## config.mk

```make
export PLATFORM = sky130hd
export DESIGN_NAME = skid_pipe_reg
export DESIGN_NICKNAME = d
export VERILOG_FILES = /design/src/rtl/pipe_pkg.sv /design/src/rtl/pipe_data_reg.sv /design/src/rtl/skid_pipe_reg.sv
export SDC_FILE = /design/constraint.sdc
export NUM_CORES = 1
export LEC_CHECK = 0
export ABC_AREA = 1
export CAP_MARGIN = 40
export CORE_MARGIN = 2
export CORE_UTILIZATION = 40
export CTS_BUF_LIST = sky130_fd_sc_hd__clkbuf_8
export CTS_CLUSTER_DIAMETER = 60
export CTS_CLUSTER_SIZE = 30
export DETAILED_ROUTE_END_ITERATION = 8
export PLACE_DENSITY = 0.67
export SLEW_MARGIN = 20
export SYNTH_ARGS = -nofsm -noshare
export SYNTH_HDL_FRONTEND = slang
export SYNTH_SLANG_ARGS = --single-unit
```

## constraint.sdc

```tcl
create_clock -name i_clk -period 3.1 [get_ports i_clk]
set_input_delay 0.93 -clock i_clk [delete_from_list [all_inputs] [get_ports i_clk]]
set_output_delay 0.93 -clock i_clk [all_outputs]
set_load 0.005 [all_outputs]
```

## src/rtl/pipe_pkg.sv

```systemverilog
// Shared types for the skid pipeline register: state encoding and occupancy width.
package pipe_pkg;

  typedef enum logic [1:0] {
    EMPTY = 2'd0,
    ONE   = 2'd1,
    TWO   = 2'd2
  } state_t;

  localparam int OCC_W = 2;

endpackage

```

## src/rtl/pipe_data_reg.sv

```systemverilog
// len-bit data register; synchronous clear wins over load enable.
module pipe_data_reg #(
  parameter int len = 32
) (
  input  logic           i_clk,
  input  logic           i_clr,
  input  logic           i_en,
  input  logic [len-1:0] i_d,
  output logic [len-1:0] o_q
);

  logic [len-1:0] r_q;

  always_ff @(posedge i_clk) begin
    if (i_clr) begin
      r_q <= '0;
    end else if (i_en) begin
      r_q <= i_d;
    end
  end

  assign o_q = r_q;

endmodule

```

## src/rtl/skid_pipe_reg.sv

```systemverilog
// Valid/ready pipeline register with one-entry skid buffer, flush and saturating stall counter.
// All outputs are registers or state decode, so no combinational path crosses the block.
module skid_pipe_reg
  import pipe_pkg::*;
#(
  parameter int len     = 32,
  parameter int cnt_len = 16
) (
  input  logic               i_clk,
  input  logic               i_rst,
  input  logic               i_flush,
  input  logic               i_in_valid,
  output logic               o_in_ready,
  input  logic [len-1:0]     i_in_data,
  output logic               o_out_valid,
  input  logic               i_out_ready,
  output logic [len-1:0]     o_out_data,
  output logic [OCC_W-1:0]   o_occupancy,
  output logic [cnt_len-1:0] o_stall_cnt
);

  localparam logic [cnt_len-1:0] STALL_MAX = '1;

  state_t             r_state;
  state_t             w_state_nxt;
  logic [cnt_len-1:0] r_stall_cnt;

  logic           w_in_ready;
  logic           w_out_valid;
  logic           w_accept;
  logic           w_fire;
  logic           w_clr;
  logic           w_main_en;
  logic           w_skid_en;
  logic [len-1:0] w_main_d;
  logic [len-1:0] w_main_q;
  logic [len-1:0] w_skid_q;

  assign w_in_ready  = (r_state != TWO);
  assign w_out_valid = (r_state != EMPTY);
  assign w_accept    = i_in_valid & w_in_ready;
  assign w_fire      = w_out_valid & i_out_ready;
  assign w_clr       = i_rst | i_flush;

  always_ff @(posedge i_clk) begin
    if (i_rst) begin
      r_state <= EMPTY;
    end else if (i_flush) begin
      r_state <= EMPTY;
    end else begin
      r_state <= w_state_nxt;
    end
  end

  always_comb begin
    w_state_nxt = r_state;
    w_main_en   = 1'b0;
    w_skid_en   = 1'b0;
    w_main_d    = i_in_data;
    case (r_state)
      EMPTY: begin
        if (w_accept) begin
          w_main_en   = 1'b1;
          w_state_nxt = ONE;
        end
      end
      ONE: begin
        if (w_accept && w_fire) begin
          w_main_en = 1'b1;
        end else if (w_accept) begin
          // Downstream stalled: park the new word so in_ready stays registered.
          w_skid_en   = 1'b1;
          w_state_nxt = TWO;
        end else if (w_fire) begin
          w_state_nxt = EMPTY;
        end
      end
      TWO: begin
        if (w_fire) begin
          w_main_en   = 1'b1;
          w_main_d    = w_skid_q;
          w_state_nxt = ONE;
        end
      end
      default: begin
        w_state_nxt = EMPTY;
      end
    endcase
  end

  pipe_data_reg #(.len(len)) u_main (
    .i_clk (i_clk),
    .i_clr (w_clr),
    .i_en  (w_main_en),
    .i_d   (w_main_d),
    .o_q   (w_main_q)
  );

  pipe_data_reg #(.len(len)) u_skid (
    .i_clk (i_clk),
    .i_clr (w_clr),
    .i_en  (w_skid_en),
    .i_d   (i_in_data),
    .o_q   (w_skid_q)
  );

  // Counts refused offers; flush deliberately leaves it alone.
  always_ff @(posedge i_clk) begin
    if (i_rst) begin
      r_stall_cnt <= '0;
    end else if (i_in_valid && !w_in_ready && (r_stall_cnt != STALL_MAX)) begin
      r_stall_cnt <= r_stall_cnt + cnt_len'(1);
    end
  end

  assign o_in_ready  = w_in_ready;
  assign o_out_valid = w_out_valid;
  assign o_out_data  = w_main_q;
  assign o_occupancy = OCC_W'(r_state);
  assign o_stall_cnt = r_stall_cnt;

endmodule

```

# Word-level counts from Yosys, hierarchy flattened
# Index checks and enable logic that the tools add are counted.
# totals
elab_cells,38
register_bits,82
# classes
bitwise,3
n_addsub,1
eq_ne,8
reduce_logical,8
muxes,14
# ops
cell,n
$mux W32,2
$add A16 B1 Y16 const B,1
$ne A16 B16 Y1 const B,1
$mux W2,5
$ne A2 B2 Y1 const B,4
$pmux W2 S3,1
$mux W1,5
$reduce_and A4 Y1,1
$logic_and A1 B1 Y1,3
$ne A3 B3 Y1 const B,1
$pmux W1 S3,1
$and A1 B1 Y1,2
$eq A2 B1 Y1 const B,1
$eq A2 B2 Y1 const B,1
$logic_not A2 Y1,1
$reduce_bool A2 Y1,1
$reduce_or A2 Y1,1
$logic_not A1 Y1,1
$or A1 B1 Y1,1

# Longest topological paths before layout
# Gate-level depths: netlist of the first run.
# depth
ltp_word,6
depth_mapped,9
mapped_depth_nobuf,9

# Cells and area by module
# Synthesis of the first run repeated with hierarchy kept, for this count alone.
# hier_totals
cells_unflattened,605
area_unflattened_um2,4121.5
# by_module_without_submodules
mod,cells_each,seq_area_each_um2,area_per_inst_um2,n_inst
pipe_data_reg,203,640.6,1338.8,2
skid_pipe_reg,199,360.3,1443.9,1

# Worst setup path before layout of the first run
# Ideal clock, no wire load.
# synth_timing
path_type,input -> register
startpoint,in i_flush
endpoint,reg u_main.r_q[10] (netlist: u_main.o_q[10])
setup_time_ps,70
cell_stages,5
t_arrival_ps,1627
setup_slack_ps,1403
t_required_ps,3030
path_buffers,2
cell_sequence,nor2_1 -> buf_2 -> clkbuf_1 -> o21ai_1 -> a21oi_1
# synth_via
elab_chain_cells,1
# synth_lines
item,line_no,rtl
"start, declared",skid_pipe_reg.sv:11,"input logic i_flush,"
$or A1 B1 Y1,skid_pipe_reg.sv:43,assign w_clr = i_rst | i_flush;
"end signal, assigned",pipe_data_reg.sv:18,r_q <= i_d;
"end, declared",pipe_data_reg.sv:12,logic [len-1:0] r_q;
# No other way between the ends.
# A chain may end at the register's enable or synchronous reset.

# Worst setup path after layout of the first run
# layout_timing
startpoint,reg r_state[1] (netlist: o_occupancy[1])
endpoint,out o_in_ready
# layout_via
elab_chain_cells,1
# layout_lines
item,line_no,rtl
"start, declared",skid_pipe_reg.sv:24,state_t r_state;
"start signal, assigned",skid_pipe_reg.sv:51,r_state <= w_state_nxt;
$ne A2 B2 Y1,skid_pipe_reg.sv:39,assign w_in_ready = (r_state != TWO);
"end, declared",skid_pipe_reg.sv:13,"output logic o_in_ready,"
# No other way between the ends.

==> impl_metrics.tcl, run 1 <==
set metrics [dict create \
    status "completed" \
    synth_area_per_cell_um2 7.14 \
    routed-via-count 3514 \
    antenna_found_initial 0 \
    die_h_um 100 \
    total_power_mw 2.15 \
    slew_headroom 0.650 \
    crit_path_end_kind "primary output" \
    hpwl_um 5700 \
    core_area_um2 9110 \
    grt_use_total 0.176 \
    min_period_over_period 0.776 \
    r2r-start "o_stall_cnt[0]" \
    crit_type "flop to primary output" \
    hp-class "flop to flop" \
    synth-adder-area-share 0.00340 \
    layout-drive-gt1-share 0.0556 \
    hold_viol_final 0 \
    grt_max_degree 66 \
    first_iter_violations 107 \
    antenna_cells 0 \
    finalNetCount 629 \
    port_buffers 88 \
    cts_setup_buffers 0 \
    setup_tns_ns 0 \
    power_density_nw_per_um2 444 \
    synthXorXnorAreaFrac 0.0143 \
    clk_path_buf_depth 2 \
    area_growth_pct 31.3 \
    ys_seq_area_frac 0.446 \
    ys_ff_latch 82 \
    vias_per_cell 4.98 \
    synth_nets 554 \
    numCtsBuffers 9 \
    synth_cell_type_count 27 \
    die_w_um 100 \
    r2r-end "o_stall_cnt[10]" \
    p_leak_nw 1.89 \
    initial_core_util 0.405 \
    maxSlewViolCount 0 \
    clk_pin_slew_ns 0.08 \
    cp-start-kind "flop" \
    utilization 0.531 \
    worstMarginPinSlew_ns 0.525 \
    cts_sinks 82 \
    cp_max_fo 6 \
    cap_violations 0 \
    cts_tree "yes" \
    syn_area_um2 3680 \
    ant_nets 0 \
    r2r_slack_ns 1.20 \
    grt_pass1_wl_um 14300 \
    cts-resized-gates 0 \
    gp_congestion 0.803 \
    cts-root-buf "clkbuf_8" \
    critical_path_required_ns 2.17 \
    rsz0062_at_grt "false" \
    drt_wl_total_um 8510 \
    synth-simple-area-share 0.173 \
    fmax_mhz 416 \
    muxShareOfSynthArea 0 \
    grt-ovfl-total 0 \
    wire_per_inst_um 12.1 \
    clk_latency_ns 0.34 \
    setup_violations 0 \
    ys_warn_count 0 \
    io_pins 89 \
    period_minus_slack_ns 2.41 \
    rows 35 \
    first_pass_iters 4 \
    synth_compound_area_frac 0.236 \
    grt_pass1_vias 3254 \
    endpoint "o_in_ready" \
    arrival_ns 1.48 \
    synth_top_family_by_area "compound AO/OA/AOI/OAI gates" \
    die-area_um2 10000 \
    drc_errors 0 \
    startpoint "o_occupancy[1]" \
    ir_worst_vdd_v 0.000211 \
    hold_buffers 0 \
    clock_skew_ns 0.0113 \
    r2r_cells 7 \
    synthCells 516 \
    h-tree-depth 3 \
]
[cell families (layout without fill, tap and decap cells)]
group	Yosys count	after routing
adders and majority gates	1	1
AOI/OAI and AO/OA	172	172
buffers and inverters	108	186
and+or+nand+nor	147	147
xor gates and xnor gates	6	6
DFF	82	82
[power breakdown]
group	switching (mW)	total [mW]	internal [mW]
combinational	0.108	0.226	0.118
sequential	0.0139	1.09	1.08
clock	0.364	0.827	0.463
[critical path: stages (launching register included)]
cell and delay [ns]:
dfxtp_1 0.40, inv_2 0.08, nor2_4 0.16, inv_1 0.06, clkdlybuf4s50_1 0.44
[metrics by stage]
| stage | setup WS [ns] | hold slack [ns] | instance area, µm² | std cells |
|---|---|---|---|---|
| 2_1_floorplan | 1.40 | 0.425 | 3680 | 516 |
| 3_3_place_gp | 0.627 | 0.434 | 4630 | 691 |
| 3_5_place_dp | 0.564 | 0.437 | 4630 | 691 |
| 4_1_cts | 0.666 | 0.449 | 4840 | 705 |
| 5_1_grt | 0.594 | 0.469 | 4840 | 705 |
| 6_report | 0.693 | 0.447 | 4840 | 705 |
[metal layers]
layer  track usage  share of wire
met1         0.217           0.46
met2         0.292           0.46
met4        0.0695          0.021
met5             0              0
met3        0.0508          0.054
[flip-flops by register name, indices dropped and copies added (netlist names)]
signal,cells
u_skid.o_q,32
o_stall_cnt,16
o_occupancy,2
u_main.o_q,32
[how the worst min path moves through the flow]
stage,start,depth (start not counted),endpoint
6_report,u_skid.o_q[12],2,u_skid.o_q[12]
5_1_grt,u_skid.o_q[13],2,u_skid.o_q[13]
4_1_cts,u_skid.o_q[23],2,u_skid.o_q[23]
3_5_place_dp,u_skid.o_q[23],2,u_skid.o_q[23]
3_3_place_gp,u_skid.o_q[22],2,u_skid.o_q[22]
2_1_floorplan,u_skid.o_q[10],2,u_skid.o_q[10]
[synth_stat cells]
cell | count | area, µm²
nand2_1 | 86 | 323
dfxtp_1 | 82 | 1640
inv_1 | 78 | 293
a21oi_1 | 75 | 375
o21ai_1 | 62 | 310
o21ai_0 | 33 | 165
nor2_1 | 29 | 109
nand3_1 | 13 | 65.1
buf_2 | 11 | 55.1
buf_4 | 8 | 60.1
clkbuf_1 | 6 | 22.5
nand4_1 | 6 | 37.5
nand2_2 | 4 | 25.0
xor2_1 | 4 | 35.0
buf_6 | 3 | 33.8
nor2_2 | 3 | 18.8
nor2_4 | 2 | 22.5
xnor2_1 | 2 | 17.5
a21oi_2 | 1 | 8.76
buf_1 | 1 | 3.75
ha_1 | 1 | 12.5
inv_2 | 1 | 3.75
nand4_2 | 1 | 12.5
nor3_1 | 1 | 5.00
nor3b_1 | 1 | 7.51
nor3b_2 | 1 | 12.5
o21ai_2 | 1 | 8.76
[layout by cell type (no fill, tap or decap), types with 4 or more instances in the layout]
master,synthesis,final
xor2_1,4,4
nand3_1,13,13
a21oi_1,75,75
nand4_1,6,6
clkbuf_8,0,10
buf_12,0,4
nand2_1,86,86
dfxtp_1,82,82
o21ai_1,62,62
nor2_1,29,28
nand2_2,4,4
inv_1,78,79
clkdlybuf4s50_1,0,88
o21ai_0,33,33
[area by class of cell]
class,instances,area [µm²]
Timing Repair Buffer,93,968
Tap cell,111,139
Clock inverter,4,68.8
Inverter,79,297
Multi-Input combinational cell,326,1590
Sequential cell,82,1640
Clock buffer,10,138
Fill cell,903,4270
No activity file was read; power rests on OpenSTA's default activity.
==> run 2: changes to the inputs <==
==> constraint.sdc (replaced) <==
create_clock -name i_clk -period 2.5 [get_ports i_clk]
set_input_delay 0.75 -clock i_clk [delete_from_list [all_inputs] [get_ports i_clk]]
set_output_delay 0.75 -clock i_clk [all_outputs]
set_load 0.005 [all_outputs]
==> run 2 against run 1 <==
Net effect: clock power rose by 26%; sequential cell count did not move; core utilization rose by 0.14 points; first-iteration DRC count fell by 15%; setup slack got worse by 0.42 ns; sequential power rose by 25%; global-route usage fell by 0.70 points; highest routed layer unchanged; cell count rose by 0.14%; die area did not move; count of clock-buffer cells in the layout rose by 1; combinational power rose by 23%.
==> impl_metrics.tcl, run 2 (synthesized netlist as in run 1, its figures left out) <==
set metrics [dict create \
    cp-start-kind "flop" \
    numCtsBuffers 9 \
    r2r_slack_ns 0.61 \
    final_common_cell "clkdlybuf4s50_1" \
    first_iter_violations 91 \
    hp-class "flop to flop" \
    wire_per_inst_um 11.7 \
    clk_latency_ns 0.34 \
    crit_path_end_kind "primary output" \
    cts_setup_buffers 0 \
    worstMarginPinSlew_ns 0.528 \
    drt_wl_total_um 8260 \
    clk_pin_slew_ns 0.08 \
    grt_max_degree 66 \
    routed-via-count 3483 \
    layout-drive-gt1-share 0.0555 \
    grt_pass1_vias 3216 \
    finalNetCount 629 \
    crit_path_cell_trace "inv_2, nor2_4, inv_1, clkdlybuf4s50_1" \
    whs_path_depth 2 \
    r2r-end "o_stall_cnt[10]" \
    slowest_delay_ns 0.44 \
    hold_ws_ns 0.451 \
    period_minus_slack_ns 2.23 \
    cts_sinks 82 \
    hpwl_um 5440 \
    r2r-start "o_stall_cnt[0]" \
    cts-resized-gates 0 \
    die_w_um 100 \
    first_pass_iters 4 \
    h-tree-depth 3 \
    worstHoldEndpoint "u_skid.o_q[9]" \
    status "completed" \
    slew_headroom 0.648 \
    r2r_cells 7 \
    place_inst 691 \
    cts-root-buf "clkbuf_8" \
    core_area_um2 9110 \
    worst-path-buf-inv 3 \
    antenna_found_initial 0 \
    fmax_mhz 449 \
    initial_core_util 0.405 \
    hold_start "u_skid.o_q[9]" \
    die-area_um2 10000 \
    rsz0062_at_grt "false" \
    ir_worst_vdd_v 0.000306 \
    io_pins 89 \
    total_power_mw 2.68 \
    slowest_stage "clkdlybuf4s50_1" \
    drc_errors 0 \
    nFillCells 870 \
    arrival_ns 1.48 \
    p_leak_nw 1.90 \
    setup_tns_ns 0 \
    crit_family "buffers and inverters" \
    cp_max_fo 6 \
    die_h_um 100 \
    grt-ovfl-total 0 \
    rows 35 \
    clock_skew_ns 0.00727 \
    utilization 0.532 \
    finalNonFillerCells 706 \
    power_density_nw_per_um2 552 \
    antenna_cells 0 \
    cap_violations 0 \
    hold_buffers 0 \
    grt_use_total 0.169 \
    grt_pass1_wl_um 13900 \
    maxSlewViolCount 0 \
    min_period_over_period 0.892 \
    cts_tree "yes" \
    ant_nets 0 \
    port_buffers 88 \
    area_growth_pct 31.6 \
    gp_congestion 0.767 \
    setup_violations 0 \
    hold_viol_final 0 \
    crit_type "flop to primary output" \
    vias_per_cell 4.93 \
    critical_path_required_ns 1.75 \
    layout_common_cells "clkdlybuf4s50_1, nand2_1, dfxtp_1, inv_1, a21oi_1" \
    clk_path_buf_depth 2 \
]
## run 2: layout make-up
cell class                 instances  area, µm²  share of cell area
clock inverter                     4       67.6              0.0139
multi-input combinational        326       1590               0.327
clock buffer                      11        151              0.0312
sequential                        82       1640               0.338
inverter                          79        297              0.0611
timing repair buffer              93        968               0.200
tap                              111        139              0.0286
## run 2: worst min-delay path, cell delays in order, from the launching register on
cell     delay, ns
dfxtp_1       0.30
inv_1         0.05
a21oi_1       0.05
## run 2: per-layer routing
| layer | routed length (µm) | up-vias | track usage | part of all wire |
|---|---|---|---|---|
| met5 | 0 | - | 0 | 0 |
| met4 | 101 | 0 | 0.0580 | 0.012 |
| met3 | 465 | 9 | 0.0460 | 0.056 |
| met2 | 3850 | 81 | 0.296 | 0.47 |
| met1 | 3840 | 1581 | 0.201 | 0.46 |
| li1 | - | 1812 | - | - |
## run 2: how the worst max path moves through the flow
| stage | endpoint | from | depth (start not counted) | slack (ns) |
|---|---|---|---|---|
| after floorplan | u_main.o_q[10] | i_flush | 5 | 0.98 |
| after global placement | u_main.o_q[2] | i_out_ready | 6 | 0.26 |
| after detailed placement | u_main.o_q[1] | i_out_ready | 6 | 0.23 |
| after CTS | o_in_ready | o_occupancy[1] | 4 | 0.24 |
| after global routing | o_in_ready | o_occupancy[1] | 4 | 0.20 |
| final | o_in_ready | o_occupancy[1] | 4 | 0.27 |
## run 2: metrics by stage
stage | instance area (µm²) | worst slack [ns]
floorplan | 3680 | 0.983
global placement | 4630 | 0.261
detailed placement | 4630 | 0.233
CTS | 4850 | 0.238
global route | 4850 | 0.196
finish | 4850 | 0.271
## run 2: power by group
group | switching (mW) | internal, mW | total [mW]
Combinational | 0.131 | 0.147 | 0.278
Clock | 0.438 | 0.605 | 1.04
Sequential | 0.0181 | 1.34 | 1.36
Total | 0.587 | 2.09 | 2.68
